===== config.mk =====
export PLATFORM = sky130hd
export DESIGN_NAME = instr_fetch_unit
export DESIGN_NICKNAME = d
export VERILOG_FILES = /design/src/rtl/instr_fetch_unit.sv
export SDC_FILE = /design/constraint.sdc
export NUM_CORES = 1
export LEC_CHECK = 0
export CORE_MARGIN = 1
export CORE_UTILIZATION = 43
export DETAILED_ROUTE_END_ITERATION = 10
export PLACE_DENSITY_LB_ADDON = 0.1
export SLEW_MARGIN = 40
export SYNTH_ARGS = -nofsm -noshare
export SYNTH_HDL_FRONTEND = slang
export SYNTH_SLANG_ARGS = --single-unit

===== constraint.sdc =====
create_clock -name clk -period 2.7 [get_ports clk]
set_input_delay 0.54 -clock clk [delete_from_list [all_inputs] [get_ports clk]]
set_output_delay 0.54 -clock clk [all_outputs]
set_load 0.1 [all_outputs]

===== src/rtl/instr_fetch_unit.sv =====
// Instruction fetch unit: requests words from program memory, offers them to the
// instruction register, and redirects the program counter on branch requests.
module instr_fetch_unit #(
    parameter int word_size    = 10,
    parameter int address_size = 8
) (
    input  logic                    clk,
    input  logic                    rst,
    input  logic                    run,
    output logic [address_size-1:0] mem_addr,
    output logic                    mem_rd,
    input  logic                    mem_ack,
    input  logic [word_size-1:0]    mem_data,
    output logic [word_size-1:0]    ir_data,
    output logic                    ir_load,
    input  logic                    ir_ready,
    input  logic                    branch_taken,
    input  logic [address_size-1:0] branch_addr,
    output logic [address_size-1:0] pc,
    output logic                    busy
);

    typedef enum logic [1:0] {
        IDLE    = 2'd0,
        FETCH   = 2'd1,
        FLUSH   = 2'd2,
        DELIVER = 2'd3
    } state_t;

    localparam logic [address_size-1:0] PC_ONE = {{(address_size-1){1'b0}}, 1'b1};

    state_t                  r_state;
    state_t                  w_state_nxt;
    logic [address_size-1:0] r_pc;
    logic [address_size-1:0] w_pc_nxt;
    logic [word_size-1:0]    r_ir_data;
    logic                    w_capture;
    logic                    r_mem_rd;
    logic                    r_ir_load;
    logic                    r_busy;

    // Next-state, next-pc and capture decision for the current cycle
    always_comb begin
        w_state_nxt = r_state;
        w_pc_nxt    = r_pc;
        w_capture   = 1'b0;
        case (r_state)
            IDLE: begin
                if (branch_taken) begin
                    w_pc_nxt = branch_addr;
                end else begin
                    w_pc_nxt = r_pc;
                end
                if (run) begin
                    w_state_nxt = FETCH;
                end else begin
                    w_state_nxt = IDLE;
                end
            end
            FETCH: begin
                // A branch wins over a coincident ack: the fetched word is stale.
                if (branch_taken) begin
                    w_pc_nxt    = branch_addr;
                    w_state_nxt = FLUSH;
                end else if (mem_ack) begin
                    w_capture   = 1'b1;
                    w_state_nxt = DELIVER;
                end else begin
                    w_state_nxt = FETCH;
                end
            end
            FLUSH: begin
                if (branch_taken) begin
                    w_pc_nxt = branch_addr;
                end else begin
                    w_pc_nxt = r_pc;
                end
                w_state_nxt = FETCH;
            end
            DELIVER: begin
                if (ir_ready) begin
                    if (branch_taken) begin
                        w_pc_nxt = branch_addr;
                    end else begin
                        w_pc_nxt = r_pc + PC_ONE;
                    end
                    if (run) begin
                        w_state_nxt = FETCH;
                    end else begin
                        w_state_nxt = IDLE;
                    end
                end else if (branch_taken) begin
                    // Pending instruction is dropped; refetch from the target.
                    w_pc_nxt    = branch_addr;
                    w_state_nxt = FETCH;
                end else begin
                    w_state_nxt = DELIVER;
                end
            end
            default: begin
                w_state_nxt = IDLE;
                w_pc_nxt    = r_pc;
            end
        endcase
    end

    // State, pc and instruction registers; outputs registered from the next state
    always_ff @(posedge clk or negedge rst) begin
        if (!rst) begin
            r_state   <= IDLE;
            r_pc      <= {address_size{1'b0}};
            r_ir_data <= {word_size{1'b0}};
            r_mem_rd  <= 1'b0;
            r_ir_load <= 1'b0;
            r_busy    <= 1'b0;
        end else begin
            r_state <= w_state_nxt;
            r_pc    <= w_pc_nxt;
            if (w_capture) begin
                r_ir_data <= mem_data;
            end else begin
                r_ir_data <= r_ir_data;
            end
            r_mem_rd  <= (w_state_nxt == FETCH);
            r_ir_load <= (w_state_nxt == DELIVER);
            r_busy    <= (w_state_nxt != IDLE);
        end
    end

    assign mem_addr = r_pc;
    assign pc       = r_pc;
    assign mem_rd   = r_mem_rd;
    assign ir_data  = r_ir_data;
    assign ir_load  = r_ir_load;
    assign busy     = r_busy;

endmodule


==> results by stage <==
Clock tree:
- TritonCTS built the clock tree.
- Counting the buffers created by CTS gives 3.
- The CTS clock-pin slew for the worst setup and hold paths is 0.12 ns.
- Post-CTS repair changed the size of 0 cells.
- The number of buffers between clock root and the deepest sink is 2.
- The clock latency reported for the late side of the worst-skew pair is around 0.3 ns.
- Clock tree synthesis selected as its root buffer the cell sky130_fd_sc_hd__clkbuf_4.
- CTS built an H-tree with a depth of 1.
- In this run the post-CTS setup repair buffer count came out at 0.
- For this design, the CTS-stage hold fixing added 0 buffers.
- The number of clock sinks seen by CTS is 23.

Logic synthesis:
- The average instance in the mapped netlist occupies 11.1 µm².
- For this run, the leading register cell type out of synthesis is sky130_fd_sc_hd__dfrtp_1.
- The arithmetic-cell share of the synthesized area counting full adders, half adders and majority gates is 0.0111.
- The most used standard cell by instance count after synthesis is sky130_fd_sc_hd__dfrtp_1.
- The synthesized-area fraction occupied by ao, oa, aoi and oai cells is 0.0902.
- By count the netlist is led by 23 x sky130_fd_sc_hd__dfrtp_1, 10 x sky130_fd_sc_hd__mux2_2, 8 x sky130_fd_sc_hd__buf_4, 8 x sky130_fd_sc_hd__nand2_1, 7 x sky130_fd_sc_hd__o21ai_0.
- In the synthesized netlist the async set-or-reset flop fraction comes to 1.00.
- Summing every instance area after synthesis gives 1120 µm².
- Of the post-synthesis cell area, the dominant cell type holds 0.512.
- The xor/xnor share of the synthesized area is 0.0156.
- By area the synthesized netlist is led by sky130_fd_sc_hd__dfrtp_1 51%, sky130_fd_sc_hd__mux2_2 10%, sky130_fd_sc_hd__buf_4 5.3%.
- Synthesis produced 101 cells.
- The dominant combinational cell family by area after synthesis is simple AND/OR/NAND/NOR gates.
- The area share of and/or/nand/nor cells after synthesis is 0.185.
- The distinct cell type count of the synthesized netlist is 30.
- For this run, the number of Yosys warnings is 0.
- The cell taking the most area after synthesis is sky130_fd_sc_hd__dfrtp_1.
- The proportion of synthesized area in mux cells is 0.109.
- Synthesis produced a netlist with a net count of 126.
- The count of state elements after synthesis is 23.
- The share of the Yosys chip area taken by registers is 0.512.
- In this run, synthesis inferred 0 flip-flops with an integrated enable.

Timing:
- The max-slew headroom at the worst pin is 0.799.
- The maximum operating frequency is 0.551 GHz.
- The number of max-slew violations in the final report is 0.
- Setup violations remaining at the end of the flow were counted as 0.
- The final number of hold-violating endpoints is 0.
- The accumulated negative setup slack is 0 ns.
- The post-route clock skew is 0.00642 ns.
- Setup repair after global routing left no endpoint under its margin.
- The transition time of the tightest slew-check pin is 0.302 ns.
- The final critical-path setup slack is 0.885 ns.
- Dividing the final minimum period by the clock period gives 0.672.
- The final period demand of the worst path is 1.82 ns.

Floorplan:
- The die outline area is 2820 µm².
- The height of the die is 53.1 µm.
- The die extent in x is between 50 and 60 µm.
- The effective utilization at floorplan is 0.454.
- The total I/O pin count is 53.
- After floorplanning, the core was divided into 18 placement rows.
- The region available for standard cell placement spans ~2500 µm².

Setup path:
- The slowest stage of the critical path belongs to the cell sky130_fd_sc_hd__clkdlybuf4s50_1.
- The biggest cell delay along the critical path is 0.55 ns.
- For the worst setup path, the data required time is 2.89 ns.
- The endpoint identified for the worst register-to-register timing path is mem_addr[6]$_DFF_PN0_.
- The type of the setup path with the least slack is input pin to register.
- In this run the worst path has a maximum fanout of 10.
- Across all register-to-register paths, the minimum setup slack is 1.20 ns.
- The startpoint of the worst register-to-register path is mem_addr[0]$_DFF_PN0_.
- The worst setup path is captured at a register.
- The number of cells on the worst reg-to-reg path is 4.
- The worst setup path is launched from an input pin.
- The data arrival time of the critical path is 2.01 ns.
- Walking the worst path, the cells encountered are clkdlybuf4s50_1 -> and4bb_2 -> mux2_2.

Outcome:
- The flow ran to the end, and the final reports show no timing, DRC or antenna violations.

Routing:
- Using the TritonRoute via totals, the vias-per-cell ratio works out to approximately 5.1.
- The post-detailed-routing wire length is ~2400 µm.
- Summing over every cut layer, the via total after detailed routing is ~900.
- In the routed design, unresolved DRC markers number 0.
- The number of routed nets with antenna violations is 0.
- The first routing iteration left 6 violations.
- The pre-antenna-repair detailed-routing pass consisted of 4 iterations.
- After detailed routing, the average wire length per cell comes to ~14 µm.

Placement:
- The congestion estimate from routability-driven global placement came to 0.726.
- The placement-stage worst setup slack is between 0.5 and 0.6 ns.
- The post-place instance area is 1550 µm².
- Summed over all nets, the half-perimeter wirelength after detailed placement is 1770 µm.
- Buffers placed on the I/O ports in this run total 52.

Worst hold path:
- For hold timing, the worst endpoint is ir_data[4]$_DFFE_PN0P_.
- The start point of the worst hold path is ir_data[4]$_DFFE_PN0P_.
- Along the worst hold path, the cell count comes to 1.
- The type of the most critical hold path is register to register.

Cells and area:
- The post-route cell area is 1570 µm².
- The fraction of layout cells with a size suffix above 1 is 0.327.
- Relative to the synthesized area, the layout overhead comes to 39.9%.
- For this run, the share of the core covered by cells in the final layout is 0.634.
- The number of antenna diodes in the final layout is 0.
- The number of nets in the layout is between 150 and 200.

Flow run:
- The tool flagged a number of max-cap violations equal to 0.

GRT:
- The overflow left after global routing is 0.
- The number of global-route vias before repair is 830.
- The maximum number of pins on one net before global-route repair is 24.
- The first global-routing pass estimated 3640 µm of wire.
- The initial antenna violation count is 0.
- The global-route usage over all layers is 0.176.
[stage by stage]
step                      hold slack [ns]  instances
final                               0.522        177
after global routing                0.547        177
after CTS                           0.528        177
after detailed placement            0.498        173
after global placement              0.491        173
after floorplan                     0.244        101
[layout make-up]
cell class	count	area (µm²)
clock buffer	4	26.3
sequential	23	576
multi-input combinational	64	462
timing repair buffer	54	463
inverter	2	7.51
fill	224	906
tap	30	37.5
[state kept, by name, indices dropped and copies added, names as in the netlist]
name      cells
busy          1
ir_data      10
ir_load       1
mem_addr      8
mem_rd        1
r_state       2
[critical path: cells and delay by family]
family                 cells  cell delay (ns)
buffers and inverters      1             0.55
multiplexers               1             0.37
AND/OR/NAND/NOR            1             0.54
[layout by cell type, fill, tap and decap left out, drive strengths merged, types with 2 or more instances in the layout]
cell            n
buf            31
dfrtp          23
clkdlybuf4s50  23
mux2           10
nand2           8
o21ai           7
nand3           7
nor2b           5
or4             4
clkbuf          4
inv             2
a21oi           2
nand4           2
o31a            2
xor2            2
nor3b           2
or3b            2
[per-layer routing]
metal,GRT usage,share of wire,up-vias,routed length [µm]
met1,0.205,0.39,425,947
li1,-,-,447,-
met5,0,0,-,0
met2,0.333,0.53,36,1270
met3,0.0345,0.079,0,191
met4,0.0263,0,0,0
[worst max path at each step]
stage,end,slack [ns],cells after the start,start
final,ir_data[8]$_DFFE_PN0P_,0.88,3,branch_taken
after global routing,ir_data[8]$_DFFE_PN0P_,0.85,3,branch_taken
after CTS,ir_data[3]$_DFFE_PN0P_,0.88,3,branch_taken
after detailed placement,ir_data[3]$_DFFE_PN0P_,0.57,3,branch_taken
after global placement,ir_data[3]$_DFFE_PN0P_,0.60,3,branch_taken
after floorplan,mem_addr[6]$_DFF_PN0_,0.66,4,mem_addr[0]$_DFF_PN0_
[cell families after synthesis]
family | Yosys count
flops | 23
mux | 11
simple gates | 34
buf+inv | 14
compound gates | 16
fa+ha+maj | 1
xor+xnor | 2
Power is not shown: default switching activity piles up to over one toggle a cycle in this logic, so the estimate is an artifact.
